[src/rtl/m3_run_seq_ctrl.sv]
// ============================================================================
// m3_run_seq_ctrl
// Run-sequence controller for the three-phase drive: button conditioning,
// soft start, speed slewing, reversal ramp-down and emergency stop.
// Revision: 1.0
// ============================================================================
`default_nettype none

module m3_run_seq_ctrl #(
  parameter int DB_CYCLES  = 500000,
  parameter int RAMP_TICK  = 50000,
  parameter int FREQ_W     = 16,
  parameter int FREQ_MIN   = 100,
  parameter int FREQ_MAX   = 4000,
  parameter int FREQ_DEF   = 1000,
  parameter int FREQ_STEP  = 100,
  parameter int RAMP_STEP  = 10,
  parameter int DEAD_TICKS = 200
) (
  input  logic              clk50mhz,
  input  logic              nReset,
  input  logic              m3start,
  input  logic              m3forceStop,
  input  logic              m3invRotate,
  input  logic              m3freqINC,
  input  logic              m3freqDEC,
  output logic              drvEn,
  output logic              drvDir,
  output logic [FREQ_W-1:0] freqCmd,
  output logic [FREQ_W-1:0] freqTgt,
  output logic [2:0]        m3state
);

  localparam int DB_W   = $clog2(DB_CYCLES + 1);
  localparam int TICK_W = $clog2(RAMP_TICK + 1);
  localparam int DEAD_W = $clog2(DEAD_TICKS + 1);

  localparam logic [2:0] S_IDLE     = 3'd0;
  localparam logic [2:0] S_RAMP_UP  = 3'd1;
  localparam logic [2:0] S_RUN      = 3'd2;
  localparam logic [2:0] S_RAMP_DN  = 3'd3;
  localparam logic [2:0] S_OFF_WAIT = 3'd4;

  localparam logic [FREQ_W-1:0] F_MIN   = FREQ_W'(FREQ_MIN);
  localparam logic [FREQ_W-1:0] F_RSTEP = FREQ_W'(RAMP_STEP);
  localparam logic [FREQ_W:0]   X_MIN   = (FREQ_W+1)'(FREQ_MIN);
  localparam logic [FREQ_W:0]   X_MAX   = (FREQ_W+1)'(FREQ_MAX);
  localparam logic [FREQ_W:0]   X_STEP  = (FREQ_W+1)'(FREQ_STEP);

  // Input bit order: 0 start, 1 forceStop, 2 invRotate, 3 freqINC, 4 freqDEC
  logic [4:0] sync1_d, sync1_q, sync2_d, sync2_q;
  logic [3:0] db_in, db_lvl, db_press;

  assign db_in = {sync2_q[4:2], sync2_q[0]};

  for (genvar i = 0; i < 4; i++) begin : g_db
    logic [DB_W-1:0] cnt_d, cnt_q;
    logic            lvl_d, lvl_q, prev_d, prev_q;

    always_comb begin
      cnt_d  = cnt_q;
      lvl_d  = lvl_q;
      prev_d = lvl_q;
      if (db_in[i] == lvl_q) begin
        cnt_d = '0;
      end else if (cnt_q == DB_W'(DB_CYCLES - 1)) begin
        cnt_d = '0;
        lvl_d = db_in[i];
      end else begin
        cnt_d = cnt_q + DB_W'(1);
      end
    end

    always_ff @(posedge clk50mhz or negedge nReset) begin
      if (!nReset) begin
        cnt_q  <= '0;
        lvl_q  <= 1'b0;
        prev_q <= 1'b0;
      end else begin
        cnt_q  <= cnt_d;
        lvl_q  <= lvl_d;
        prev_q <= prev_d;
      end
    end

    assign db_lvl[i]   = lvl_q;
    assign db_press[i] = lvl_q & ~prev_q;
  end

  logic run_req, stop, inv_p, inc_p, dec_p;
  assign run_req = db_lvl[0];
  assign inv_p   = db_press[1];
  assign inc_p   = db_press[2];
  assign dec_p   = db_press[3];
  assign stop    = sync2_q[1];

  logic [2:0]        state_d, state_q;
  logic [FREQ_W-1:0] cmd_d, cmd_q, tgt_d, tgt_q;
  logic              dir_d, dir_q, en_d, en_q, flip_d, flip_q, lock_d, lock_q;
  logic [TICK_W-1:0] tick_cnt_d, tick_cnt_q;
  logic [DEAD_W-1:0] dead_d, dead_q;
  logic              tick;
  logic [FREQ_W:0]   tgt_up, tgt_x;
  logic [FREQ_W-1:0] goal, cmd_ramp;

  assign tick = (tick_cnt_q == TICK_W'(RAMP_TICK - 1));

  always_comb begin
    sync1_d = {m3freqDEC, m3freqINC, m3invRotate, m3forceStop, m3start};
    sync2_d = sync1_q;

    // Target word, computed one bit wider so the clamps cannot wrap
    tgt_x  = {1'b0, tgt_q};
    tgt_up = tgt_x + X_STEP;
    tgt_d  = tgt_q;
    if (inc_p && !dec_p) begin
      tgt_d = (tgt_up > X_MAX) ? X_MAX[FREQ_W-1:0] : tgt_up[FREQ_W-1:0];
    end else if (dec_p && !inc_p) begin
      tgt_d = (tgt_x >= X_MIN + X_STEP) ? tgt_q - X_STEP[FREQ_W-1:0] : F_MIN;
    end

    goal     = (state_q == S_RAMP_DN) ? F_MIN : tgt_q;
    cmd_ramp = cmd_q;
    if (cmd_q < goal) begin
      cmd_ramp = ((goal - cmd_q) > F_RSTEP) ? cmd_q + F_RSTEP : goal;
    end else if (cmd_q > goal) begin
      cmd_ramp = ((cmd_q - goal) > F_RSTEP) ? cmd_q - F_RSTEP : goal;
    end

    state_d    = state_q;
    cmd_d      = cmd_q;
    dir_d      = dir_q;
    flip_d     = flip_q;
    lock_d     = run_req ? lock_q : 1'b0;
    dead_d     = dead_q;
    tick_cnt_d = tick ? '0 : tick_cnt_q + TICK_W'(1);

    if (stop) begin
      state_d    = S_OFF_WAIT;
      cmd_d      = '0;
      lock_d     = 1'b1;
      flip_d     = 1'b0;
      dead_d     = '0;
      tick_cnt_d = '0;
    end else begin
      case (state_q)
        S_IDLE: begin
          cmd_d = '0;
          if (inv_p) dir_d = ~dir_q;
          if (run_req && !lock_q) begin
            state_d    = S_RAMP_UP;
            cmd_d      = F_MIN;
            tick_cnt_d = '0;
          end
        end
        S_RAMP_UP, S_RUN: begin
          if (!run_req || inv_p) begin
            state_d    = S_RAMP_DN;
            flip_d     = flip_q | inv_p;
            tick_cnt_d = '0;
          end else begin
            if (tick) cmd_d = cmd_ramp;
            if (state_q == S_RAMP_UP && cmd_q == tgt_q) state_d = S_RUN;
          end
        end
        S_RAMP_DN: begin
          if (cmd_q == F_MIN) begin
            state_d    = S_OFF_WAIT;
            cmd_d      = '0;
            dead_d     = '0;
            tick_cnt_d = '0;
          end else if (tick) begin
            cmd_d = cmd_ramp;
          end
        end
        S_OFF_WAIT: begin
          cmd_d = '0;
          if (tick) begin
            if (dead_q == DEAD_W'(DEAD_TICKS - 1)) begin
              dead_d = '0;
              if (flip_q) begin
                dir_d  = ~dir_q;
                flip_d = 1'b0;
              end
              if (run_req && !lock_q) begin
                state_d    = S_RAMP_UP;
                cmd_d      = F_MIN;
                tick_cnt_d = '0;
              end else begin
                state_d = S_IDLE;
              end
            end else begin
              dead_d = dead_q + DEAD_W'(1);
            end
          end
        end
        default: begin
          state_d = S_IDLE;
          cmd_d   = '0;
        end
      endcase
    end

    en_d = (state_d == S_RAMP_UP) || (state_d == S_RUN) || (state_d == S_RAMP_DN);
  end

  always_ff @(posedge clk50mhz or negedge nReset) begin
    if (!nReset) begin
      sync1_q    <= '0;
      sync2_q    <= '0;
      state_q    <= S_IDLE;
      cmd_q      <= '0;
      tgt_q      <= FREQ_W'(FREQ_DEF);
      dir_q      <= 1'b0;
      en_q       <= 1'b0;
      flip_q     <= 1'b0;
      lock_q     <= 1'b0;
      dead_q     <= '0;
      tick_cnt_q <= '0;
    end else begin
      sync1_q    <= sync1_d;
      sync2_q    <= sync2_d;
      state_q    <= state_d;
      cmd_q      <= cmd_d;
      tgt_q      <= tgt_d;
      dir_q      <= dir_d;
      en_q       <= en_d;
      flip_q     <= flip_d;
      lock_q     <= lock_d;
      dead_q     <= dead_d;
      tick_cnt_q <= tick_cnt_d;
    end
  end

  assign drvEn   = en_q;
  assign drvDir  = dir_q;
  assign freqCmd = cmd_q;
  assign freqTgt = tgt_q;
  assign m3state = state_q;

endmodule

`default_nettype wire

[config.mk]
export PLATFORM = sky130hd
export DESIGN_NAME = m3_run_seq_ctrl
export DESIGN_NICKNAME = d
export VERILOG_FILES = /design/src/rtl/m3_run_seq_ctrl.sv
export SDC_FILE = /design/constraint.sdc
export NUM_CORES = 1
export LEC_CHECK = 0
export BUFFER_PORTS_ARGS = -buffer_cell sky130_fd_sc_hd__buf_2
export CAP_MARGIN = 10
export CORE_UTILIZATION = 30
export DETAILED_ROUTE_END_ITERATION = 7
export HOLD_SLACK_MARGIN = 0.05
export REMOVE_ABC_BUFFERS = 1
export SETUP_SLACK_MARGIN = 0.15
export SLEW_MARGIN = 5
export SYNTH_ARGS = -nofsm -noshare
export SYNTH_HDL_FRONTEND = slang
export SYNTH_SLANG_ARGS = --single-unit
[constraint.sdc]
create_clock -name clk50mhz -period 3.7 [get_ports clk50mhz]
set_input_delay 0.37 -clock clk50mhz [delete_from_list [all_inputs] [get_ports clk50mhz]]
set_output_delay 0.37 -clock clk50mhz [all_outputs]
set_load 0.05 [all_outputs]
After elaboration in Yosys (flattened, before gate mapping)
Cells that the tools add are included.
- register bits after elaboration: 156
- latch bits: 0
- bits in writable memories: 0
- ROM bits: 0
- input bits: 7
- logic and storage cells: 165
- memories: 0
- add/subtract/negate cells: 12
- $mul: 0
- div/mod/pow operators: 0
- order comparisons: 6
- eq/ne operators: 29
- shifts and indexed selects: 0
- multiplexer cells: 59
- bitwise operators: 13
- reduce and logical (&&, ||, !) cells: 24
- operator list (kind ; number):
    16-bit 2-to-1 mux ; 20
    19-bit 2-to-1 mux ; 8
    16-bit one-hot mux with 4 select lines ; 2
    19-bit by 1-bit adder with 19-bit output, second input constant ; 4
    19-bit == test, second input constant ; 4
    16-bit by 4-bit > comparator with 1-bit output, second input constant ; 2
    8-bit 2-to-1 mux ; 4
    16-bit subtractor ; 2
    3-bit 2-to-1 mux ; 7
    7-bit 2-to-1 mux ; 3
    16-bit by 7-bit adder with 17-bit output, second input constant ; 1
    17-bit by 12-bit > comparator with 1-bit output, second input constant ; 1
    16-bit by 1-bit adder with 16-bit output, second input constant ; 1
    16-bit by 4-bit adder with 16-bit output, second input constant ; 1
    16-bit == test ; 1
    16-bit == test, second input constant ; 1
    16-bit by 7-bit == test with 1-bit output, second input constant ; 1
    16-bit by 8-bit >= comparator with 1-bit output, second input constant ; 1
    16-bit > comparator ; 1
    16-bit less-than comparator ; 1
    8-bit one-hot mux with 2 select lines ; 1
    16-bit by 4-bit subtractor with 16-bit output, second input constant ; 1
    16-bit by 7-bit subtractor with 16-bit output, second input constant ; 1
    3-bit by 2-bit == test with 1-bit output, second input constant ; 4
    25 further kinds ; 70

Longest topological paths before layout
Gate-level depths: netlist (run 1).
- word-level depth: 11
- mapped depth: 18
- gate-level depth less buffers: 13

Least setup slack after synthesis (run 1)
OpenSTA, ideal clock, no wires.
- path type: flip-flop to flip-flop
- start: reg state_q[0], in the netlist m3state[0]
- end: reg cmd_q[15], in the netlist freqCmd[15]
- setup time: 123 ps
- arrival time: 4305 ps
- required time: 3577 ps
- path slack: -727 ps
- stages on the path, launching flop included: 18
- clock period less this slack: 4427 ps
- cells stage by stage: dfrtp_1 -> buf_2 -> nand3b_1 -> clkbuf_1 -> nand2_1 -> inv_1 -> ha_1 -> buf_4 -> nand3_2 -> o211a_4 -> or4b_4 -> a21oi_4 -> o311ai_4 -> nor4_4 -> buf_6 -> mux2_2 -> a31oi_1 -> a21oi_1
- cells in the longest elaborated chain, start to end: 11
- ends and longest elaborated chain (what ; line ; text):
    start, declared ; 97 ; logic [2:0] state_d, state_q;
    start signal, assigned ; 223 ; state_q <= state_d;
    3-bit by 2-bit == test with 1-bit output ; 122, 146 ;
    16-bit 2-to-1 mux ; 122 ; goal = (state_q == S_RAMP_DN) ? F_MIN : tgt_q;
    16-bit subtractor ; 127 ; cmd_ramp = ((cmd_q - goal) > F_RSTEP) ? cmd_q - F_RSTEP : goal;
    16-bit by 4-bit > comparator with 1-bit output ; 127 ;
    16-bit 2-to-1 mux ; 127 ;
    16-bit 2-to-1 mux ; 126 ; end else if (cmd_q > goal) begin
    16-bit 2-to-1 mux ; 124 ; if (cmd_q < goal) begin
    16-bit 2-to-1 mux ; 162, 172 ;
    16-bit 2-to-1 mux, on equally long branches ; 167, 157 ;
    16-bit one-hot mux with 4 select lines ; 146 ; case (state_q)
    16-bit 2-to-1 mux ; 138 ; if (stop) begin
    end signal, assigned ; 224 ; cmd_q <= cmd_d;
    end, declared ; 98 ; logic [FREQ_W-1:0] cmd_d, cmd_q, tgt_d, tgt_q;
Parallel ways exist; a longest one is shown, timed or not. The select of a mux whose other input is x is not followed.
A chain may end at the register's enable or synchronous reset.

Worst setup path in the final report (run 1)
- start: reg state_q[2], in the netlist m3state[2]
- end: reg cmd_q[6], in the netlist freqCmd[6]
Same word-level chain as after synthesis.

==> metrics, run 1 <==
TritonRoute pass-1 iters=6; Crit path top cell by count=buf_6; Worst path slowest cell=or3_4; CTS max path bufs=2; Post-Layout Cell Count=1951; Detailed Place HPWL=24.71 mm; worst skew pair latency=430 ps; worst-margin pin slew=823.6 ps; Tcrit/Tclk final=1.014; Iteration-0 DRC Markers=781; clock-pin transition on the worst setup and hold timing paths=70 ps; Synth Instances=1296; antenna-violating nets left=0; die area=36840 um^2; Final Skew=9.700 ps; Synth top area share=0.3422; GRT overflow=0; CTS tree=built; Post-synth top cells=nor2_1, dfrtp_1, nand2_1; Filler cells=3562; ANT cells=0; crit path DAT=4050 ps; DRC Markers=0; Port Buffers=41; Worst IR Drop VDD=277.0 uV; LEAKAGE=6.236 nW; Vias=10440; crit path kind=reg -> reg; failing checks=negative setup slack; worst stage delay on the critical path=390 ps; placed cells=1879; share of layout cells above drive strength 1=0.2678; Overall Global Routing Usage=0.1881; clk root buf=clkbuf_16; asr flop ratio synth=1.000; P&R area growth vs syn=32.22%; post-synth top area cell=dfrtp_1; I/O pins=44; crit-path max FO=6; WP data required=4000 ps; Max-cap violations=0; Mapped Area=10820 um^2; final setup fails=5; Tot Pwr=0.003716 W; Max H-tree Level=4; Fin. Hold Viols=0; CORE AREA=35570 um^2; CP Capture Type=flop; GPL Wtd Cong=0.9680; Hold Crit Class=reg -> reg; Final TNS setup=-100.2 ps; die width=191.9 um; Worst Slack Setup Final=-52.76 ps; outcome=finished, violations left; vias in the first global route=10200; most frequent cell after synthesis=nor2_1; Mean Syn Cell Area=8.351 um^2; TritonCTS Buffers=17; wire per inst=17.58 um; RSZ-0062 raised after global routing=yes; sequential share of the synthesized area=0.3568; max-slew violations=0; clock sinks=154; Startpoint Class=flop; PD cells=259.7 nW/um^2; Hold Slack=349.0 ps; Fmax=266.5 MHz; crit path cell chain=nand3b_1, buf_6, buf_16, nand2_2, inv_2, ha_4, and4_1, a21boi_2, buf_6, a211oi_4, or3_4, nand4_1, nor4_4, buf_12, buf_6, buf_4, a32o_2, o311ai_1, o31ai_1; Initial Util=0.3043; chip height=191.9 um; initial antenna violation count=0; fin crit period=3753 ps; Area contributors post-synth=dfrtp_1, nor2_1, xnor2_1; first-pass GRT wire length=54.57 mm; ys flop type=dfrtp_1; nets@finish=1528; register bit total from synthesis=154; Netlist cell types=80; Slew Limit Headroom=0.4510; via/cell ratio=5.351; Yosys warning count=0; total wire length=34.29 mm; FP Rows=69; EDFF count, synth=0; largest net degree at the start of global routing=86
[placed cells by master, fill, tap and decap left out, types with 19 or more instances in the layout]
cell type  netlist  routed
a21oi_1         63      49
and3_1          30      30
buf_2           11      40
buf_4            5     153
buf_6            1      24
dfrtp_1        148     148
ha_1            43      26
inv_1           52      43
nand2_1        107      97
nand3_1         69      68
nand4_1         19      19
nor2_1         173     172
nor3_1          44      38
nor4_1          30      27
o21ai_0         63      52
xnor2_1         67      66
xor2_1          57      57
[cell families (layout without fill, tap and decap cells)]
logic type | after synthesis | after routing | synth area share
buffers and inverters | 126 | 316 | 0.04740
and+or+nand+nor | 565 | 565 | 0.2599
adders and majority gates | 44 | 44 | 0.05156
other | 2 | 6 | 0.0006939
DFF | 154 | 154 | 0.3568
AOI/OAI and AO/OA | 262 | 262 | 0.1650
xor gates and xnor gates | 124 | 124 | 0.1003
muxes | 19 | 19 | 0.01838
[sequential cells by signal, indices dropped and copies added, names as in the netlist, 4 cells and up]
name / cells
tick_cnt_q: 16
g_db.lvl_q: 4
sync1_q: 5
g_db.cnt_q: 76
sync2_q: 5
freqTgt: 14
dead_q: 8
freqCmd: 16
[worst max-delay path, delay by kind of cell (launching register included)]
family | cells | cell delay [ps]
compound gates | 5 | 910
buf+inv | 7 | 920
fa+ha+maj | 1 | 280
simple gates | 6 | 1130
flops | 1 | 370
[where the power goes]
group	total (W)	internal [W]	switching [W]
combinational	0.000227	0.0000856	0.000141
sequential	0.00173	0.00171	0.0000215
clock	0.00176	0.000972	0.000788
total	0.00372	0.00276	0.000951
[final timing paths]
kind	from	end	slack [ps]	cells past startpoint
max in group asynchronous	nReset	freqTgt[6]	2300	3
setup / recovery	m3state[2]	freqCmd[6]	-50	19
hold / removal	sync1_q[0]	sync2_q[0]	350	0
min in group asynchronous	nReset	g_db[2].cnt_q[12]	540	2
hold reg to reg	sync1_q[0]	sync2_q[0]	350	0
setup reg to reg	m3state[2]	freqCmd[6]	-50	19
[stage by stage]
stage / cell area, um^2 / utilization / worst slack (ps)
2_1_floorplan: 10520 / - / -2059
3_3_place_gp: 12510 / 0.3517 / -241.3
3_5_place_dp: 12510 / 0.3517 / -299.8
4_1_cts: 14010 / 0.3940 / -11.52
5_1_grt: 14310 / 0.4023 / -188.2
6_report: 14310 / 0.4023 / -52.76
[layer usage]
metal,track usage,part of all wire,vias to the layer above
li1,-,-,4973
met1,0.2528,0.45,5034
met2,0.2989,0.45,345
met3,0.02649,0.059,88
met4,0.08364,0.039,0
met5,0,0,-
[final cells by class]
cell class	count	area, um^2	area share
multi-input combinational	1020	7212	0.5040
timing repair buffer	232	1869	0.1306
sequential	154	3861	0.2698
clock inverter	14	148.9	0.01040
tap	461	576.8	0.04031
inverter	52	202.7	0.01416
clock buffer	18	439.2	0.03069
[what timing repair did]
item	in CTS	in global routing
pin swaps	57	32
resized for setup	133	49
buffers inserted	24	8
endpoints found under the setup margin	16	16
hold endpoints to repair	82	0
hold buffers	6	0
gates cloned	2	0
Note: power is estimated with default switching activity, not from simulation.
==> run 2, diff against run 1 <==
- BUFFER_PORTS_ARGS: -buffer_cell sky130_fd_sc_hd__buf_2 -> unset
- CORE_ASPECT_RATIO: unset -> 1.75
- DONT_BUFFER_PORTS: unset -> 1
==> metrics, run 2 (synthesis results as in run 1) <==
wire per inst=18.88 um; GRT busiest layer=met2; most common cell after layout, fill and taps aside=buf_4; CORE AREA=35410 um^2; initial antenna violation count=0; Overall Global Routing Usage=0.2008; final setup fails=13; crit path DAT=4160 ps; I/O pins=44; outcome=finished, violations left; share of layout cells above drive strength 1=0.2392; die width=145.6 um; placed cells=1867; crit path kind=reg -> reg; Sequential Power Share=0.456; via/cell ratio=5.393; Fin. Hold Viols=154; fin crit period=3847 ps; Iteration-0 DRC Markers=556; GPL Wtd Cong=1.033; worst-margin pin slew=745.3 ps; clk root buf=clkbuf_16; Final Skew=15.48 ps; GRT overflow=0; hold buffers post-CTS=5; WP data required=4010 ps; P&R area growth vs syn=29.34%; Port Buffers=0; Post-Layout Cell Count=1924; clock-pin transition on the worst setup and hold timing paths=70 ps; cell internal pwr=0.002928 W; clock sinks=154; Tcrit/Tclk final=1.040; combinational share of power=0.051; ANT cells=0; Vias=10380; crit-path max FO=11; worst skew pair latency=440 ps; Startpoint Class=flop; switching power=0.0008660 W; CP Capture Type=flop; Fmax=260.0 MHz; TritonCTS Buffers=17; nets@finish=1497; most frequent cells in the layout=buf_4, nor2_1, dfrtp_1; Initial Util=0.3056; LEAKAGE=6.018 nW; Hold Slack=-370.3 ps; TritonRoute pass-1 iters=7; total wire length=36.33 mm; max-slew violations=0; die area=36870 um^2; antenna-violating nets left=0; DRC Markers=0; vias in the first global route=10690; largest net degree at the start of global routing=155; failing checks=negative hold slack, negative setup slack; Detailed Place HPWL=27.07 mm; DP Worst Slack=-533.3 ps; switching part of the total power=0.2282; met3 Use GR=0.03459; Hold Crit Class=in -> async; clock power share=0.493; CTS max path bufs=2; GR Util met2=0.3743; chip height=253.3 um; PD cells=271.0 nW/um^2; FP Rows=91; Max-cap violations=0; number of flip-flops in the largest register=76; Worst Slack Setup Final=-146.9 ps; Final Util=0.3953; CTS tree=built; Max H-tree Level=4; Worst IR Drop VDD=344.7 uV; RSZ-0062 raised after global routing=yes; met1 Track Usage GR=0.1982; Reg with most FFs=g_db.cnt_q; Slew Limit Headroom=0.4993; first-pass GRT wire length=57.46 mm
run 2: cell types whose count changed in the layout (fill, tap and decap cells not counted), moves of 4 or more:
cell / before / now
ha_1: 26 / 30
nor4_2: 2 / 6
buf_4: 153 / 174
buf_6: 24 / 14
inv_1: 43 / 47
buf_2: 40 / 0
run 2: power by group through the flow:
stage                     Sequential (W)  Clock (W)  Combinational (W)
final                            0.00173    0.00187           0.000193
after global routing             0.00173    0.00199           0.000210
after CTS                        0.00173    0.00192           0.000183
after detailed placement         0.00176          0           0.000169
after global placement           0.00176          0           0.000165
after floorplan                  0.00175          0           0.000109
run 2: path summary, 6_finish.rpt:
kind,startpoint,endpoint,slack (ps),cells after the start
setup / recovery,m3state[1],freqCmd[3],-150,16
hold / removal,nReset,g_db[2].cnt_q[9],-370,0
setup reg to reg,m3state[1],freqCmd[3],-150,16
hold reg to reg,sync1_q[0],sync2_q[0],350,0
max in group asynchronous,nReset,freqTgt[5],3780,0
min in group clk50mhz,sync1_q[0],sync2_q[0],350,0
run 2: area by class of cell:
class | instances | area, um^2
well taps | 465 | 581.8
multi-input cells | 1020 | 7049
inverters | 52 | 195.2
clock buffers | 21 | 480.5
clock inverters | 11 | 156.4
flip-flops and latches | 154 | 3861
repair buffers | 201 | 1674
fillers | 3498 | 21410
run 2: metal layers:
metal  routed length, um  share of wire
met1               13260           0.36
met2               18950           0.52
met3                1300          0.036
met4                2815          0.077
met5                   0              0
run 2: critical path: stages, from the launching register on:
cell and delay [ps]:
dfrtp_1 380, nand3b_1 130, buf_12 160, buf_12 140
nand2b_4 80, ha_4 320, nand3_4 80, o211a_4 280
or4b_4 590, a21oi_4 220, buf_4 150, o22a_1 210
buf_4 230, nand2_1 280, o311ai_2 200, a221oi_4 100
a21o_1 180
run 2: repair_timing:
item	CTS	global route
endpoints found under the hold margin	159	154
gates cloned	1	0
endpoints found under the setup margin	16	16
resized for setup	116	27
setup buffers	13	6
pin swaps	55	29
run 2: per-stage QoR:
stage | setup TNS, ps | total power (W) | area, um^2
floorplan | -29490 | 0.001862 | 10520
global placement | -4917 | 0.001923 | 12490
detailed placement | -4906 | 0.001928 | 12490
CTS | -112.7 | 0.003836 | 13840
global route | -3234 | 0.003933 | 14000
finish | -1140 | 0.003794 | 14000
==> run 3, diff against run 2 <==
- ABC_AREA: unset -> 1
- SETUP_SLACK_MARGIN: 0.15 -> unset
==> metrics, run 3 <==
outcome=finished, violations left; failing checks=negative hold slack; Netlist cell types=55; worst skew pair latency=440 ps; asr flop ratio synth=1.000; Final TNS setup=0 ps; Tcrit/Tclk final=0.9528; Fin. Hold Viols=154; Synth Instances=1634; register bit total from synthesis=154; Max-cap violations=0; Synth top area share=0.3286; worst stage delay on the critical path=410 ps; worst-margin pin slew=1034 ps; most frequent cells in the layout=nand2_1, inv_1, nor2_1; total wire length=35.21 mm; wire per inst=16.11 um; Detailed Place HPWL=27.96 mm; Worst path slowest cell=dfrtp_1; Hold Slack=-368.1 ps; largest net degree at the start of global routing=155; clk root buf=clkbuf_16; die area=38370 um^2; ANT cells=0; clock-pin transition on the worst setup and hold timing paths=70 ps; TritonRoute pass-1 iters=5; Post-synth top cells=nand2_1, inv_1, nor2_1; Iteration-0 DRC Markers=580; LEAKAGE=6.059 nW; die width=148.5 um; crit path kind=reg -> reg; vias in the first global route=10830; Area contributors post-synth=dfrtp_1, nand2_1, inv_1; Max H-tree Level=4; clock sinks=154; crit path cell chain=nand3_4, clkinvlp_4, nor2_2, inv_1, ha_4, nand2_2, nor2_1, a21oi_2, nand2_2, nand2_1, nand3_1, nand2_1, nor2_1, nand2_1, nor2_4, nand2_4, buf_4, nand3_1, nand3_1, o21ai_1, o21ai_1; CP Capture Type=flop; max-slew violations=0; share of layout cells above drive strength 1=0.1134; nets@finish=1749; final setup fails=0; I/O pins=44; Reg with most FFs=g_db.cnt_q; WP data required=4020 ps; CTS tree=built; CORE AREA=36890 um^2; Yosys warning count=0; fin crit period=3525 ps; Post-Layout Cell Count=2186; antenna-violating nets left=0; Final Skew=9.134 ps; crit path DAT=3840 ps; Port Buffers=0; TritonCTS Buffers=17; PD cells=283.5 nW/um^2; via/cell ratio=4.994; GRT overflow=0; Vias=10920; ys flop type=dfrtp_1; Tot Pwr=0.003698 W; EDFF count, synth=0; Slew Limit Headroom=0.3030; post-synth top area cell=dfrtp_1; sequential share of the synthesized area=0.3426; Mapped Area=11270 um^2; chip height=258.4 um; Initial Util=0.3055; Hold Crit Class=in -> async; first-pass GRT wire length=55.61 mm; number of flip-flops in the largest register=76; Worst IR Drop VDD=333.5 uV; hold buffers post-CTS=5; placed cells=2143; Fmax=283.7 MHz; FP Rows=93; crit-path max FO=7; CTS max path bufs=2; most common cell after layout, fill and taps aside=nand2_1; Overall Global Routing Usage=0.1886; DRC Markers=0; GPL Wtd Cong=1.009; initial antenna violation count=0; Startpoint Class=flop; P&R area growth vs syn=15.73%; most frequent cell after synthesis=nand2_1; Mean Syn Cell Area=6.897 um^2
run 3: cell types whose count changed in the layout (fill, tap and decap cells not counted), sizes merged, moves of 12 or more:
cell,previous run,this run
inv,56,238
nand2,107,372
nor3,44,71
mux2i,12,0
buf,195,75
nand3,70,129
nand4,19,43
nand2b,12,0
nor2,173,228
nor3b,3,17
and3,30,4
or3,14,0
a21oi,65,91
xnor2,67,10
run 3: what timing repair did:
| action | in CTS | in global routing |
|---|---|---|
| resized for setup | 0 | 36 |
| buffers inserted | 0 | 5 |
| setup endpoints to repair | 0 | 16 |
| endpoints found under the hold margin | 159 | 154 |
run 3: final timing paths:
kind | startpoint | end | slack [ps] | cells past startpoint
setup / recovery | m3state[0] | freqCmd[14] | 170 | 21
hold / removal | nReset | g_db[3].cnt_q[5] | -370 | 0
setup reg to reg | m3state[0] | freqCmd[14] | 170 | 21
hold reg to reg | sync1_q[0] | sync2_q[0] | 350 | 0
max in group asynchronous | nReset | freqTgt[5] | 3770 | 0
min in group clk50mhz | sync1_q[0] | sync2_q[0] | 350 | 0
run 3: metrics by stage:
step             util  area, um^2  worst slack (ps)
6_report       0.3536       13040             174.7
5_1_grt        0.3536       13040            -8.114
4_1_cts        0.3485       12850             80.68
3_5_place_dp   0.3313       12220             102.3
3_3_place_gp   0.3313       12220             94.53
2_1_floorplan       -       11090             274.0
run 3: area by class of cell:
cell class                 instances  area, um^2
inverter                         239       900.9
fill                            3906       23840
sequential                       154        3861
multi-input combinational       1205        6469
tap                              475       594.3
timing repair buffer              80       625.6
timing repair inverter             1       7.507
clock buffer                      19       452.9
clock inverter                    13       131.4
run 3: logic make-up (layout without fill, tap and decap cells):
| logic type | count (synthesis) | in the layout | synth area share |
|---|---|---|---|
| compound gates | 197 | 197 | 0.1016 |
| xor+xnor | 62 | 62 | 0.04818 |
| fa+ha+maj | 44 | 44 | 0.04952 |
| buf+inv | 279 | 352 | 0.09715 |
| flops | 154 | 154 | 0.3426 |
| mux | 4 | 4 | 0.003997 |
| other cells | 2 | 6 | 0.0006664 |
| simple gates | 892 | 892 | 0.3563 |
run 3: worst max-delay path, delay by kind of cell, from the launching register on:
kind	cells	cell delay, ps
fa+ha+maj	1	350
simple gates	14	1770
buf+inv	3	490
compound gates	3	390
flops	1	410
run 3: routing by layer:
layer | track usage | share of wire | vias up
met2 | 0.3568 | 0.54 | 256
met3 | 0.03979 | 0.043 | 119
li1 | - | - | 5444
met1 | 0.1748 | 0.34 | 5097
met4 | 0.1375 | 0.074 | 0
met5 | 0 | 0 | -
run 3: power breakdown:
part           switching [W]  internal (W)  total [W]
Sequential         0.0000409       0.00171    0.00176
Combinational       0.000134     0.0000694   0.000203
Clock               0.000761      0.000978    0.00174
